===== config.mk =====
export PLATFORM = sky130hd
export DESIGN_NAME = fft_output_serializer
export DESIGN_NICKNAME = d
export VERILOG_FILES = /design/src/rtl/fft_output_serializer.sv
export SDC_FILE = /design/constraint.sdc
export NUM_CORES = 1
export LEC_CHECK = 0
export ABC_AREA = 1
export CORE_ASPECT_RATIO = 1.25
export CORE_MARGIN = 8
export CORE_UTILIZATION = 51
export CTS_CLUSTER_DIAMETER = 120
export DETAILED_ROUTE_END_ITERATION = 6
export GPL_TIMING_DRIVEN = 1
export PLACE_DENSITY_LB_ADDON = 0.2
export SYNTH_ARGS = -nofsm -noshare
export SYNTH_HDL_FRONTEND = slang
export SYNTH_SLANG_ARGS = --single-unit

===== constraint.sdc =====
create_clock -name clk -period 16 [get_ports clk]
set_input_delay 1.6 -clock clk [delete_from_list [all_inputs] [get_ports clk]]
set_output_delay 1.6 -clock clk [all_outputs]
set_load 0.1 [all_outputs]

===== src/rtl/fft_output_serializer.sv =====
// Ping-pong frame buffer: takes a whole FFT frame per handshake and replays it
// one bin per handshake with bin index and end-of-frame flag.
`timescale 1ns/1ps

module fft_ser_word #(
  parameter int BIT_WIDTH = 32
) (
  input  logic                      clk,
  input  logic                      reset,
  input  logic                      i_we,
  input  logic                      i_bank,
  input  logic [BIT_WIDTH-1:0]      i_d,
  output logic [1:0][BIT_WIDTH-1:0] o_q
);
  logic [1:0][BIT_WIDTH-1:0] r_q;

  always_ff @(posedge clk or posedge reset) begin
    if (reset)     r_q         <= '0;
    else if (i_we) r_q[i_bank] <= i_d;
  end

  assign o_q = r_q;
endmodule

module fft_output_serializer #(
  parameter int BIT_WIDTH   = 32,
  parameter int N_SAMPLES   = 8,
  parameter int OUTPUT_HALF = 0
) (
  input  logic                         clk,
  input  logic                         reset,
  input  logic [BIT_WIDTH-1:0]         recv_msg [N_SAMPLES-1:0],
  input  logic                         recv_val,
  output logic                         recv_rdy,
  output logic [BIT_WIDTH-1:0]         send_msg,
  output logic [$clog2(N_SAMPLES)-1:0] send_idx,
  output logic                         send_last,
  output logic                         send_val,
  input  logic                         send_rdy
);
  localparam int IDX_W = $clog2(N_SAMPLES);
  localparam int N_OUT = (OUTPUT_HALF != 0) ? (N_SAMPLES/2 + 1) : N_SAMPLES;
  localparam logic [IDX_W-1:0] LAST = IDX_W'(N_OUT - 1);

  logic [N_SAMPLES-1:0][1:0][BIT_WIDTH-1:0] w_word;
  logic             r_wr_bank, r_rd_bank;
  logic [1:0]       r_full_cnt;
  logic [IDX_W-1:0] r_rd_idx;
  logic             w_accept, w_fire, w_release;
  logic             w_wr_bank_nx, w_rd_bank_nx;
  logic [1:0]       w_full_cnt_nx;
  logic [IDX_W-1:0] w_rd_idx_nx;

  // One word slice per bin; each slice holds that bin for both banks.
  for (genvar g = 0; g < N_SAMPLES; g++) begin : g_word
    fft_ser_word #(.BIT_WIDTH(BIT_WIDTH)) u_word (
      .clk    (clk),
      .reset  (reset),
      .i_we   (w_accept),
      .i_bank (r_wr_bank),
      .i_d    (recv_msg[g]),
      .o_q    (w_word[g])
    );
  end

  assign recv_rdy  = (r_full_cnt != 2'd2);
  assign send_val  = (r_full_cnt != 2'd0);
  assign send_msg  = w_word[r_rd_idx][r_rd_bank];
  assign send_idx  = r_rd_idx;
  assign send_last = (r_rd_idx == LAST);

  assign w_accept  = recv_val && recv_rdy;
  assign w_fire    = send_val && send_rdy;
  assign w_release = w_fire && send_last;

  always_comb begin
    w_wr_bank_nx  = r_wr_bank;
    w_rd_bank_nx  = r_rd_bank;
    w_rd_idx_nx   = r_rd_idx;
    w_full_cnt_nx = r_full_cnt;
    if (w_accept) w_wr_bank_nx = ~r_wr_bank;
    if (w_fire) begin
      if (send_last) begin
        w_rd_idx_nx  = '0;
        w_rd_bank_nx = ~r_rd_bank;
      end else begin
        w_rd_idx_nx = r_rd_idx + IDX_W'(1);
      end
    end
    // Accept and release in the same cycle leave occupancy unchanged.
    case ({w_accept, w_release})
      2'b10:   w_full_cnt_nx = r_full_cnt + 2'd1;
      2'b01:   w_full_cnt_nx = r_full_cnt - 2'd1;
      default: w_full_cnt_nx = r_full_cnt;
    endcase
  end

  always_ff @(posedge clk or posedge reset) begin
    if (reset) begin
      r_wr_bank  <= 1'b0;
      r_rd_bank  <= 1'b0;
      r_rd_idx   <= '0;
      r_full_cnt <= 2'd0;
    end else begin
      r_wr_bank  <= w_wr_bank_nx;
      r_rd_bank  <= w_rd_bank_nx;
      r_rd_idx   <= w_rd_idx_nx;
      r_full_cnt <= w_full_cnt_nx;
    end
  end
endmodule


### Word level (Yosys, flattened, before mapping)

Index checks and enable logic that the tools add are counted.

* register bits after elaboration: 519
* input bits: 260
* output and inout port bits: 38

* $add $sub $neg: 3
* magnitude comparators: 4
* equal/unequal tests: 4
* mux-type cells: 16
* bitwise logic cells: 2
* reductions and logical operators: 7

Operators with widths (number)
* 64-bit bitwise mux: 8
* 64-bit binary-select mux with 3-bit select: 1
* 32-bit 2-to-1 mux: 3
* 64-bit 2-to-1 mux: 1
* 32-bit demux with 1-bit select: 1
* 1-bit logical AND: 4
* 1-bit by 2-bit less-than comparator with 1-bit output (second input constant): 2
* 3-bit by 4-bit less-than comparator with 1-bit output (second input constant): 1
* 2-bit case mux with 2 select lines: 1
* 2-bit nonzero test: 2
* 3-bit by 1-bit adder with 3-bit output (second input constant): 1
* 3-bit equality test (second input constant): 1
* 3-bit 2-to-1 mux: 1
* 2-bit by 1-bit adder with 2-bit output (second input constant): 1
* 2-bit by 1-bit equality test with 1-bit output (second input constant): 1
* 2-bit equality test (second input constant): 1
* 2-bit inequality test (second input constant): 1
* 1-bit inverter: 2
* 2-bit AND reduction: 1
* 2-bit by 1-bit subtractor with 2-bit output (second input constant): 1
* 1-bit greater-or-equal comparator (second input constant): 1

### Logic depth before layout (Yosys ltp)

* depth after elaboration: 5
* depth in mapped cells: 10
* mapped depth without buffers: 8

### Hierarchy

A second synthesis with hierarchy kept.

* cell total of the unflattened synthesis: 3823
* area, all modules: 27332.5 µm²

Modules (own cells, without submodules)
* fft_ser_word: times used 8, cells an instance 280, area each 2552.4 µm²
* fft_output_serializer: times used 1, cells an instance 1583, area each 6912.9 µm²

### Least setup slack after synthesis

No wires, ideal clock.

* kind: register to output
* start point: register r_rd_idx[0], in the netlist send_idx[0]
* end point: output send_msg[0]
* arrival: 2.613 ns
* required time: 14.400 ns
* setup slack: 11.787 ns
* cell stages (with the launch flop): 10
* cells stage by stage: dfrtp_1 buf_2 clkinv_1 buf_2 clkbuf_1 nand2_1 nand3_1 nand3_1 nand3_1 nand2_1

* longest elaborated chain between the ends: 4

Ends and longest elaborated chain
* from (decl): line 48 `logic [IDX_W-1:0] r_rd_idx;`
* from (signal assigned): line 107 `r_rd_idx <= w_rd_idx_nx;`
* 64-bit binary-select mux with 3-bit select: line 68 `assign send_msg = w_word[r_rd_idx][r_rd_bank];`
* 64-bit 2-to-1 mux (implied by the code): line 68
* 32-bit 2-to-1 mux (implied by the code) (2 in series): line 68
* to (decl): line 35 `output logic [BIT_WIDTH-1:0] send_msg,`

No other way between the ends. The select of a mux whose other input is x is not followed.

### Worst setup path after layout

* start point: register r_rd_idx[0], in the netlist send_idx[0]
* end point: output send_msg[8]

Same word-level chain as after synthesis.

==> impl_metrics.csv <==
group,metric,value,unit
cts,cts_sinks,519,
pwr,p_switching,3.39,mW
hold_path,min_path_cells,2,
cts,cts_max_path_buffers,3,
synthesis,yosysWarnings,0,
cts,cts-root-buf,"clkbuf_16",
detailed_routing,route.detailed.drc,0,
synthesis,synth_xor_area_share,0.101,%
synthesis,avgSynthCellArea,7.44,um^2
pwr,total_power,7.03,mW
hold_path,hold_path.startpoint,"g_word[6].u_word.o_q[9]",
floorplan,io_pins,298,
sta,fmax,0.151,GHz
cts,cts-resized-gates,0,
synthesis,synth_fa_ha_area_share,0.145,%
finish,stdcell_count,4349,
synthesis,syn-cell-area,0.0260,mm^2
setup_path,required,14400,ps
cts,ctsHoldBuffers,0,
hold_path,hold_path_class,"flop to flop",
setup_path,crit_arrival,5020,ps
setup_path,r2r_cells,7,
pwr,p_leak,16.1,nW
synthesis,yosysTopAreaCell,"dfrtp_1",
global_route,gr-usage-met1,37.6,%
synthesis,synth_compound_area_share,10.8,%
cts,numCtsBuffers,52,
sta,finalCritPeriodShare,41.4,%
global_route,grtUsageMet2,41.6,%
synthesis,synth-simple-area-share,24.8,%
floorplan,die_w,218,um
global_route,gr-max-usage-layer,"met2",
finish,area_growth,17.1,%
floorplan,row_count,92,
finish,multiInputGateArea,0.00930,mm^2
pwr,intPower,3.64,mW
sta,grt_setup_unrepaired,"false",
pwr,switching_share,48.2,%
detailed_routing,wl_per_cell,18.2,um
sta,timing.final.ws_setup,9380,ps
detailed_routing,routed_via_density,5.15,
pwr,comb_power_share,50.1,%
detailed_routing,vias,22411,
floorplan,fp.dieArea,0.0585,mm^2
synthesis,synth.top_cell.area_share,50.0,%
floorplan,coreArea,0.0504,mm^2
pwr,irDropWorstVdd,0.265,mV
floorplan,dieHeight,268,um
setup_path,cp-end-kind,"primary output",
sta,tightestPinTransition,1170,ps
sta,max-slew-margin-rel,22.1,%
synthesis,synth_nets,3753,
global_route,grt_max_degree,280,
finish,drive_gt1_share,4.51,%
finish,seqCellArea,0.0130,mm^2
detailed_routing,finalWirelength,79.3,mm
placement,dp_slack,10050,ps
setup_path,r2r_end,"g_word[4].u_word.o_q[48]",
sta,tns,0,ps
placement,gp_congestion,0.887,
synthesis,synth_top_family_by_area,"simple AND/OR/NAND/NOR gates",
synthesis,syn_inst,3490,
cts,clk_pin_slew,60,ps
placement,port-buffer-count,297,
cts,post-cts-setup-buffer-count,0,
pwr,p_per_area,231,mW/mm^2
finish,fillers,4676,
sta,min_period,6620,ps
setup_path,crit_path_max_fanout,153,
cts,cts_tree,"yes",
detailed_routing,drt_iter0_drc,2384,
setup_path,r2r-start,"r_full_cnt[0]",
cts,clk-insertion-delay-late,590,ps
pwr,clock_power_share,17.0,%
placement,place_inst,4246,
synthesis,synthMuxAreaShare,0,%
cts,htree_levels,2,
global_route,first_global_vias,21126,
global_route,track_usage,26.9,%
setup_path,start_kind,"flop",
sta,skew,13.5,ps
setup_path,path_class,"flop to primary output",
detailed_routing,ant_nets,0,
sta,hold_viol_final,0,
floorplan,initial_core_util,51.5,%
global_route,grtUsageMet3,4.76,%
global_route,antenna_found_initial,22,
hold_path,min_to,"g_word[6].u_word.o_q[9]",
global_route,grt_overflow,0,
synthesis,seq_area_frac_synth,50.0,%
finish,fin_util,60.3,%
status,status,"finished clean",
pwr,p_seq_share,32.9,%
sta,setup_viol,0,
setup_path,rrSetupSlack,12170,ps
run,cap_violations,0,
detailed_routing,drt_pass1_iterations,6,
placement,hpwlAfterDp,53.6,mm
sta,maxSlewViolCount,0,
synthesis,synthTopCellsByArea,"dfrtp_1, nand2_1, inv_1",
synthesis,ys_ff_latch,519,
finish,nets,3905,
synthesis,synth_cell_types,22,
global_route,grt_pass1_wl,123,mm
[Yosys cell counts, drive strengths merged]
| cell type | n |
|---|---|
| dfrtp | 519 |
| xor2 | 2 |
| clkinv | 1 |
| ha | 3 |
| o21ai | 516 |
| inv | 648 |
| clkbuf | 111 |
| buf | 108 |
| a21oi | 1 |
| or2 | 1 |
| nand2 | 1191 |
| nand3 | 387 |
| nor2 | 1 |
| xnor2 | 1 |
[flip-flops by register name, summed over array words and instances (netlist names)]
signal and flops:
send_idx 3, r_full_cnt 2, r_rd_bank 1, r_wr_bank 1
g_word.u_word.o_q 512
[metrics by stage]
step / instance area, um^2 / hold WS [ps]
after floorplan: 26000 / 453
after global placement: 28700 / 464
after detailed placement: 28700 / 467
after CTS: 30400 / 482
after global routing: 30400 / 496
final: 30400 / 477
[worst max-delay path, stage by stage, from the launching register on]
cell and delay [ps]:
dfrtp_4 740, inv_8 720, buf_4 980, nand2_1 120, nand2_1 110, nand2_1 60, nand3_1 110, nand3_1 80
nand2_1 100, clkdlybuf4s50_1 1220
[cell usage in the layout, fill, tap and decap left out]
cell type	netlist	routed
nand2_1	1189	1189
dfrtp_4	0	2
inv_8	0	1
buf_4	0	16
clkbuf_16	0	53
o21ai_0	266	266
dfrtp_1	519	515
inv_4	0	1
clkinvlp_4	0	2
nand3_1	386	386
nand2_4	1	1
inv_1	647	643
nand2_2	1	1
clkbuf_8	0	10
nor2_1	1	1
dfrtp_2	0	2
o21ai_1	195	195
ha_1	3	3
o21ai_2	55	55
nand3_4	0	1
or2_4	0	1
buf_12	0	4
bufinv_16	0	2
clkbuf_1	111	13
a21oi_1	1	1
xor2_1	2	2
clkdlybuf4s50_1	0	297
clkinv_2	0	11
diode_2	0	13
inv_2	1	3
xnor2_1	1	1
[power groups by stage]
stage,Sequential (mW),Combinational (mW),Clock [mW]
2_1_floorplan,2.22,2.74,0
3_3_place_gp,2.31,3.46,0
3_5_place_dp,2.32,3.51,0
4_1_cts,2.31,3.52,1.21
5_1_grt,2.39,3.89,1.26
6_report,2.32,3.52,1.19
[cells by family (layout without fill, tap and decap cells)]
| group | after synthesis | after routing |
|---|---|---|
| fa+ha+maj | 3 | 3 |
| flops | 519 | 519 |
| buf+inv | 868 | 1056 |
| simple gates | 1580 | 1580 |
| xor+xnor | 3 | 3 |
| other cells | 0 | 13 |
| compound gates | 517 | 517 |
[worst max-delay path by stage]
stage | slack (ps) | depth (start not counted) | startpoint | end
3_5_place_dp | 10050 | 9 | send_idx[0] | send_msg[10]
2_1_floorplan | 7350 | 1 | reset | g_word[0].u_word.o_q[0]
6_report | 9380 | 9 | send_idx[0] | send_msg[8]
4_1_cts | 9400 | 9 | send_idx[0] | send_msg[17]
3_3_place_gp | 10110 | 9 | send_idx[0] | send_msg[10]
5_1_grt | 9120 | 9 | send_idx[0] | send_msg[17]
[area by class of cell]
| cell class | count | area share [%] |
|---|---|---|
| Antenna cell | 13 | 0.107 |
| Clock buffer | 76 | 4.97 |
| Clock inverter | 14 | 0.403 |
| Inverter | 649 | 8.06 |
| Multi-Input combinational cell | 2103 | 30.6 |
| Sequential cell | 519 | 42.7 |
| Tap cell | 658 | 2.71 |
| Timing Repair Buffer | 317 | 10.4 |
[routing by layer]
| metal | up-vias | routed length (um) |
|---|---|---|
| li1 | 10943 | - |
| met1 | 10549 | 34500 |
| met2 | 787 | 36300 |
| met3 | 130 | 5780 |
| met4 | 2 | 2710 |
| met5 | - | 13 |
Note: power is estimated with default switching activity, not from simulation.
